$ cat src/rtl/imem_fetch_if.sv
// Instruction-memory bus: program-load port, fetch handshake and fetch results.
// The master side (PC / loader) drives requests; the slave side is the memory.
interface imem_fetch_if #(
  parameter int DATA_WIDTH = 32,
  parameter int DEPTH      = 64,
  parameter int ADDR_WIDTH = 32
);
  localparam int CNT_W = $clog2(DEPTH) + 1;

  // program-load port
  logic                  load_en;
  logic                  load_we;
  logic [ADDR_WIDTH-1:0] load_addr;
  logic [DATA_WIDTH-1:0] load_data;

  // fetch handshake
  logic                  fetch_req;
  logic [ADDR_WIDTH-1:0] fetch_addr;
  logic                  stall;

  // fetch results and load progress
  logic [DATA_WIDTH-1:0] instruction;
  logic                  inst_valid;
  logic                  fault;
  logic [CNT_W-1:0]      load_count;

  modport master (
    output load_en, load_we, load_addr, load_data,
    output fetch_req, fetch_addr, stall,
    input  instruction, inst_valid, fault, load_count
  );

  modport slave (
    input  load_en, load_we, load_addr, load_data,
    input  fetch_req, fetch_addr, stall,
    output instruction, inst_valid, fault, load_count
  );
endinterface

$ cat src/rtl/imem_fetch.sv
// Synchronous-read instruction memory with a program-load mode, a fetch
// handshake with stall/hold, and a fault flag for out-of-range or misaligned
// fetches. Sits between the PC register and the decode stage.
module imem_fetch #(
  parameter int DATA_WIDTH = 32,
  parameter int DEPTH      = 64,
  parameter int ADDR_WIDTH = 32,
  parameter int BYTE_ADDR  = 1
) (
  input  logic          clock,
  input  logic          reset_n,
  imem_fetch_if.slave   bus
);

  localparam int IDX_W    = $clog2(DEPTH);
  localparam int CNT_W    = IDX_W + 1;
  // Number of byte-offset bits stripped from an address; zero in word mode.
  localparam int OFF_BITS = (BYTE_ADDR != 0) ? $clog2(DATA_WIDTH / 8) : 0;

  localparam logic [ADDR_WIDTH-1:0] OFF_MASK  = ADDR_WIDTH'((32'd1 << OFF_BITS) - 32'd1);
  // One extra bit so the range compare sees the whole address untruncated.
  localparam logic [ADDR_WIDTH:0]   DEPTH_LIM = (ADDR_WIDTH + 1)'(DEPTH);
  localparam logic [CNT_W-1:0]      CNT_MAX   = CNT_W'(DEPTH);

  typedef enum logic [0:0] {
    ST_RUN  = 1'b0,
    ST_LOAD = 1'b1
  } mode_e;

  // True when the address is word-aligned and its word index lies inside the
  // array. Every address bit takes part, so high bits never wrap into range.
  function automatic logic addr_ok(input logic [ADDR_WIDTH-1:0] a);
    return ((a & OFF_MASK) == {ADDR_WIDTH{1'b0}}) &&
           ({1'b0, (a >> OFF_BITS)} < DEPTH_LIM);
  endfunction

  // Word index of an address; only meaningful when addr_ok() holds.
  function automatic logic [IDX_W-1:0] idx_of(input logic [ADDR_WIDTH-1:0] a);
    return IDX_W'(a >> OFF_BITS);
  endfunction

  // Storage is zero-filled at time 0 and deliberately untouched by reset so a
  // loaded program survives a core reset.
  logic [DATA_WIDTH-1:0] mem_r [DEPTH] = '{default: {DATA_WIDTH{1'b0}}};

  mode_e                 state_r;
  logic [DATA_WIDTH-1:0] instruction_r;
  logic                  inst_valid_r;
  logic                  fault_r;
  logic [CNT_W-1:0]      load_count_r;

  logic                  fetch_ok_s;
  logic                  load_ok_s;
  logic                  write_en_s;
  logic                  fetch_take_s;
  logic [DATA_WIDTH-1:0] fetch_word_s;

  // Decode the current-state write/fetch qualifiers and the word to return.
  always_comb begin
    fetch_ok_s   = addr_ok(bus.fetch_addr);
    load_ok_s    = addr_ok(bus.load_addr);
    // Mode decisions use the registered state, so the entry edge still
    // fetches and the exit edge still writes.
    write_en_s   = (state_r == ST_LOAD) && bus.load_we && load_ok_s;
    fetch_take_s = (state_r == ST_RUN) && bus.fetch_req && !bus.stall;
    if (fetch_ok_s) begin
      fetch_word_s = mem_r[idx_of(bus.fetch_addr)];
    end else begin
      // Faulting fetches return an all-zero word, which decodes as NOP.
      fetch_word_s = {DATA_WIDTH{1'b0}};
    end
  end

  // Program-load write port; writes and fetches never share an edge.
  always_ff @(posedge clock) begin
    if (write_en_s) begin
      mem_r[idx_of(bus.load_addr)] <= bus.load_data;
    end
  end

  // Mode FSM with the registered fetch outputs and the load counter.
  always_ff @(posedge clock or negedge reset_n) begin
    if (!reset_n) begin
      state_r       <= ST_RUN;
      instruction_r <= {DATA_WIDTH{1'b0}};
      inst_valid_r  <= 1'b0;
      fault_r       <= 1'b0;
      load_count_r  <= {CNT_W{1'b0}};
    end else begin
      case (state_r)
        ST_RUN: begin
          if (fetch_take_s) begin
            instruction_r <= fetch_word_s;
          end
          if (bus.load_en) begin
            // Entering LOAD wins over any fetch or stall: the flags clear,
            // while the instruction word keeps whatever this edge gave it.
            state_r      <= ST_LOAD;
            load_count_r <= {CNT_W{1'b0}};
            inst_valid_r <= 1'b0;
            fault_r      <= 1'b0;
          end else if (!bus.stall) begin
            inst_valid_r <= bus.fetch_req;
            fault_r      <= bus.fetch_req && !fetch_ok_s;
          end
          // stall with no load entry: every output holds
        end

        ST_LOAD: begin
          inst_valid_r <= 1'b0;
          fault_r      <= 1'b0;
          if (write_en_s && (load_count_r != CNT_MAX)) begin
            load_count_r <= load_count_r + {{(CNT_W-1){1'b0}}, 1'b1};
          end
          if (!bus.load_en) begin
            state_r <= ST_RUN;
          end
        end

        default: begin
          state_r      <= ST_RUN;
          inst_valid_r <= 1'b0;
          fault_r      <= 1'b0;
        end
      endcase
    end
  end

  assign bus.instruction = instruction_r;
  assign bus.inst_valid  = inst_valid_r;
  assign bus.fault       = fault_r;
  assign bus.load_count  = load_count_r;

endmodule
$ cat src/flat_wrapper.sv
// flat-port wrapper written by rule: the top's interface ports become plain ports
module imem_fetch_flat 
#(
  parameter int DATA_WIDTH = 32,
  parameter int DEPTH      = 64,
  parameter int ADDR_WIDTH = 32,
  parameter int BYTE_ADDR  = 1
)
  (clock, reset_n, bus_load_en, bus_load_we, bus_load_addr, bus_load_data, bus_fetch_req, bus_fetch_addr, bus_stall, bus_instruction, bus_inst_valid, bus_fault, bus_load_count);
  imem_fetch_if #(.DATA_WIDTH(DATA_WIDTH), .DEPTH(DEPTH), .ADDR_WIDTH(ADDR_WIDTH)) bus_i ();
  input  logic clock;
  input  logic reset_n;
  input wire logic [$bits(bus_i.load_en)-1:0] bus_load_en;
  input wire logic [$bits(bus_i.load_we)-1:0] bus_load_we;
  input wire logic [$bits(bus_i.load_addr)-1:0] bus_load_addr;
  input wire logic [$bits(bus_i.load_data)-1:0] bus_load_data;
  input wire logic [$bits(bus_i.fetch_req)-1:0] bus_fetch_req;
  input wire logic [$bits(bus_i.fetch_addr)-1:0] bus_fetch_addr;
  input wire logic [$bits(bus_i.stall)-1:0] bus_stall;
  output wire logic [$bits(bus_i.instruction)-1:0] bus_instruction;
  output wire logic [$bits(bus_i.inst_valid)-1:0] bus_inst_valid;
  output wire logic [$bits(bus_i.fault)-1:0] bus_fault;
  output wire logic [$bits(bus_i.load_count)-1:0] bus_load_count;
  assign bus_i.load_en = bus_load_en;
  assign bus_i.load_we = bus_load_we;
  assign bus_i.load_addr = bus_load_addr;
  assign bus_i.load_data = bus_load_data;
  assign bus_i.fetch_req = bus_fetch_req;
  assign bus_i.fetch_addr = bus_fetch_addr;
  assign bus_i.stall = bus_stall;
  assign bus_instruction = bus_i.instruction;
  assign bus_inst_valid = bus_i.inst_valid;
  assign bus_fault = bus_i.fault;
  assign bus_load_count = bus_i.load_count;
  imem_fetch #(.DATA_WIDTH(DATA_WIDTH), .DEPTH(DEPTH), .ADDR_WIDTH(ADDR_WIDTH), .BYTE_ADDR(BYTE_ADDR)) u_core (.clock(clock), .reset_n(reset_n), .bus(bus_i));
endmodule
$ cat config.mk
export PLATFORM = sky130hd
export DESIGN_NAME = imem_fetch_flat
export DESIGN_NICKNAME = d
export VERILOG_FILES = /design/src/rtl/imem_fetch_if.sv /design/src/rtl/imem_fetch.sv /design/src/flat_wrapper.sv
export SDC_FILE = /design/constraint.sdc
export NUM_CORES = 2
export LEC_CHECK = 0
export CORE_ASPECT_RATIO = 1.4
export CORE_MARGIN = 2
export CORE_UTILIZATION = 44
export CTS_BUF_LIST = sky130_fd_sc_hd__clkbuf_8 sky130_fd_sc_hd__clkbuf_16
export DETAILED_ROUTE_END_ITERATION = 10
export GPL_TIMING_DRIVEN = 0
export PLACE_DENSITY = 0.6
export SYNTH_ARGS = -nofsm -noshare
export SYNTH_HDL_FRONTEND = slang
export SYNTH_SLANG_ARGS = --single-unit
$ cat constraint.sdc
create_clock -name clock -period 4.7 [get_ports clock]
set_input_delay 0.705 -clock clock [delete_from_list [all_inputs] [get_ports clock]]
set_output_delay 0.705 -clock clock [all_outputs]
set_load 0.005 [all_outputs]
==> results.py <==
metrics = {
    "flow_run": {
        "drv_cap": 3,
    },
    "setup_path": {
        "crit_required_ps": 5470,
        "cpMaxStageDelayCell": "clkbuf_1",
        "rrSetupSlack_ps": 350,
        "crit_fanout": 10,
        "crit_path_start_kind": "input port",
        "cp-end-kind": "flip-flop",
        "worst-path-buf-inv": 4,
        "arrival_ps": 5740,
        "cp_cell_sequence": "clkdlybuf4s50_1, clkbuf_1, clkbuf_1, nand2_1, clkbuf_1, nor3_1, o41ai_1, a21oi_1",
        "cp_common_cell": "clkbuf_1",
        "crit_path_max_incr_delay_ps": 880,
        "critPathTopFamily": "buffers and inverters",
        "criticalPathCategory": "input port to flip-flop",
    },
    "hold_path": {
        "hold_path.class": "input port to flip-flop",
    },
    "synth": {
        "ys_warn_count": 0,
        "synth_top_cell_area_share_pct": 76.4,
        "async_flop_share_pct": 2.01,
        "yosys.area.top_type": "edfxtp_1",
        "ys_ff_latch": 2090,
        "synthesis.area_mm2": 0.0805,
        "synth-simple-area-share_pct": 2.67,
        "synth_cell_type_count": 62,
        "synth_edf_count": 2048,
        "synth_top_family_by_area": "multiplexers",
        "synthCells": 3785,
        "synth.avg_cell_area_um2": 21.3,
        "synth_top_cells_by_area": "edfxtp_1 76%, mux4_2 11%, mux2_2 3.2%",
        "synth-compound-area-share_pct": 3.04,
        "syn_nets": 3889,
        "synthMuxAreaShare_pct": 15.1,
        "synth-adder-area-share_pct": 0.0311,
        "ys_seq_area_share_pct": 77.7,
        "synth-xor-area-share_pct": 0.0218,
        "synthFlopType": "edfxtp_1",
    },
    "placed_design": {
        "place_hpwl_mm": 197,
        "gp_congestion": 0.922,
        "place_ws_ps": -1470,
        "place.port_buffers": 137,
    },
    "timing": {
        "min_period_ps": 4970,
        "worst_pin_slew_ps": 1550,
        "setup_slack_ps": -272,
        "slew_violations": 13,
        "rsz0062_at_grt": "false",
        "period_share_pct": 106,
        "finClkSkew_ps": 31.5,
        "slew_headroom_pct": -4.19,
        "setup_viol": 4,
        "tns_ps": -552,
        "whs_ps": 126,
        "hold_violations": 0,
        "fmax_ghz": 0.201,
    },
    "routing": {
        "drt_wl_total_mm": 290,
        "drc_errors": 0,
        "wl_per_cell_um": 42.2,
        "vias": 45000,
        "dr.first_iter.drc_count": 7311,
        "routed_via_density": 6.56,
        "dr.pass1.iters": 8,
        "ant_nets": 0,
    },
    "power": {
        "peakVddDrop_mv": 0.282,
        "powerDensity_mw_per_mm2": 399,
        "power.leakage_nw": 29.6,
    },
    "cells_and_area": {
        "post-route-util_pct": 51.9,
        "mostFrequentLayoutCell": "edfxtp_1",
        "final_nets": 4369,
        "drive_above_1_share_pct": 28.7,
        "fillers": 14100,
        "area_growth_pct": 17.3,
        "layout.cells.most_common_list": "2048 x edfxtp_1, 392 x mux4_2, 232 x mux2_2, 192 x clkbuf_16, 133 x o22ai_1",
    },
    "clocking": {
        "cts_tree": "built",
        "cts_sinks": 2090,
        "cts_inserted_buffers": 188,
        "cts-htree-levels": 4,
        "clk_pin_slew_worst_paths_ps": 60,
        "cts_root_buffer": "clkbuf_16",
        "clk_latency_ps": 850,
        "cts_setup_buffers": 0,
        "cts.path.max_buffers": 3,
    },
    "global_route": {
        "overflow": 0,
        "grt_start_max_net_pins": 65,
        "grtUsageTotal_pct": 31.1,
        "grt_pass1_wl_mm": 381,
        "grt_pass1_vias": 43600,
        "antenna_found_initial": 13,
    },
    "outcome": {
        "failed_checks": "max-capacitance violations, max-slew violations, negative setup slack",
        "status": "complete, but fails checks",
    },
    "floorplan": {
        "row_count": 185,
        "die_h_um": 510,
        "die_w_um": 365,
        "die-area_mm2": 0.186,
        "start_util_pct": 44.3,
        "io_pins": 143,
        "fp.coreArea_mm2": 0.182,
    },
}
[layer usage]
metal / wire length, um / up-vias / GRT usage, %
met2: 134000 / 3354 / 48.6
met3: 31300 / 866 / 7.27
met5: 131 / - / 0
met1: 98500 / 23900 / 37.9
met4: 25700 / 14 / 22.6
li1: - / 16900 / -
[logic make-up (layout without fill, tap and decap cells)]
| kind of cell | Yosys count | after routing |
|---|---|---|
| AND/OR/NAND/NOR | 426 | 426 |
| other | 0 | 7 |
| buffers and inverters | 225 | 860 |
| adder cells (fa/ha/maj) | 2 | 2 |
| multiplexers | 695 | 695 |
| XOR/XNOR | 2 | 2 |
| flip-flops | 2090 | 2090 |
| AO/OA/AOI/OAI | 345 | 345 |
[worst paths after layout]
path | startpoint | end | depth (start not counted)
worst min register to register | u_core.bus.instruction[18]$_DFFE_PN0P_ | u_core.bus.instruction[18]$_DFFE_PN0P_ | 1
worst max register to register | u_core.state_r$_DFF_PN0_ | u_core.mem_r[47][1]$_DFFE_PP_ | 7
min in group asynchronous | reset_n | u_core.bus.instruction[31]$_DFFE_PN0P_ | 2
worst max-delay path | bus_fetch_addr[5] | u_core.bus.instruction[3]$_DFFE_PN0P_ | 8
max in group asynchronous | reset_n | u_core.bus.instruction[29]$_DFFE_PN0P_ | 2
worst min-delay path | bus_load_data[7] | u_core.mem_r[16][7]$_DFFE_PP_ | 1
[synthesized netlist by cell type (all sizes together), types with 5 or more instances]
| cell | instances |
|---|---|
| a211oi | 25 |
| dfrtp | 42 |
| a22oi | 36 |
| nor4 | 38 |
| nor2 | 104 |
| edfxtp | 2048 |
| nand2 | 82 |
| mux2 | 232 |
| o31ai | 32 |
| or2 | 7 |
| nor4b | 9 |
| nor2b | 30 |
| or3b | 6 |
| nand4 | 15 |
| nor3 | 49 |
| and3 | 5 |
| o41ai | 5 |
| clkbuf | 81 |
| and2 | 5 |
| mux4 | 392 |
| a211o | 8 |
| a2111oi | 12 |
| o22ai | 133 |
| or3 | 8 |
| o21ai | 18 |
| a22o | 21 |
| a21oi | 20 |
| inv | 13 |
| nand3 | 42 |
| nand3b | 7 |
| a221oi | 11 |
| nand2b | 11 |
| mux2i | 71 |
| buf | 130 |
[sequential cells by signal, summed over array words and instances, names as in the netlist]
name and cells:
u_core.bus.load_count 7, u_core.bus.inst_valid 1, u_core.bus.instruction 32, u_core.mem_r 2048, u_core.state_r 1, u_core.bus.fault 1
[layout make-up]
| type | instances | area [um2] | share of cell area [%] |
|---|---|---|---|
| Sequential cell | 2090 | 62600 | 66.3 |
| Multi-Input combinational cell | 1470 | 17300 | 18.3 |
| Clock buffer | 197 | 4870 | 5.16 |
| Timing Repair Buffer | 290 | 4380 | 4.65 |
| Tap cell | 2431 | 3040 | 3.22 |
| Buffer | 211 | 1100 | 1.17 |
| Clock inverter | 148 | 1070 | 1.13 |
| Inverter | 14 | 52.6 | 0.0557 |
| Antenna cell | 7 | 17.5 | 0.0186 |
[power by group]
group	internal, mW	switching [mW]	leakage [nW]
clock	8.28	6.85	3.06
combinational	0.667	1.39	7.59
sequential	20.4	0.00118	19.0
total	29.4	8.24	29.6
[stage by stage]
stage	total power, mW	instances	cell area [um2]
2_1_floorplan	21.8	3785	80500
3_3_place_gp	22.8	6353	84900
3_5_place_dp	22.8	6503	88400
4_1_cts	37.7	6849	94300
5_1_grt	38.4	6855	94400
6_report	37.6	6858	94400
[timing repair]
action,in CTS,in global routing
hold buffers,1,0
resized for setup,9,0
endpoints found under the setup margin,12,0
endpoints found under the hold margin,19,0
Note: power is estimated with default switching activity, not from simulation.
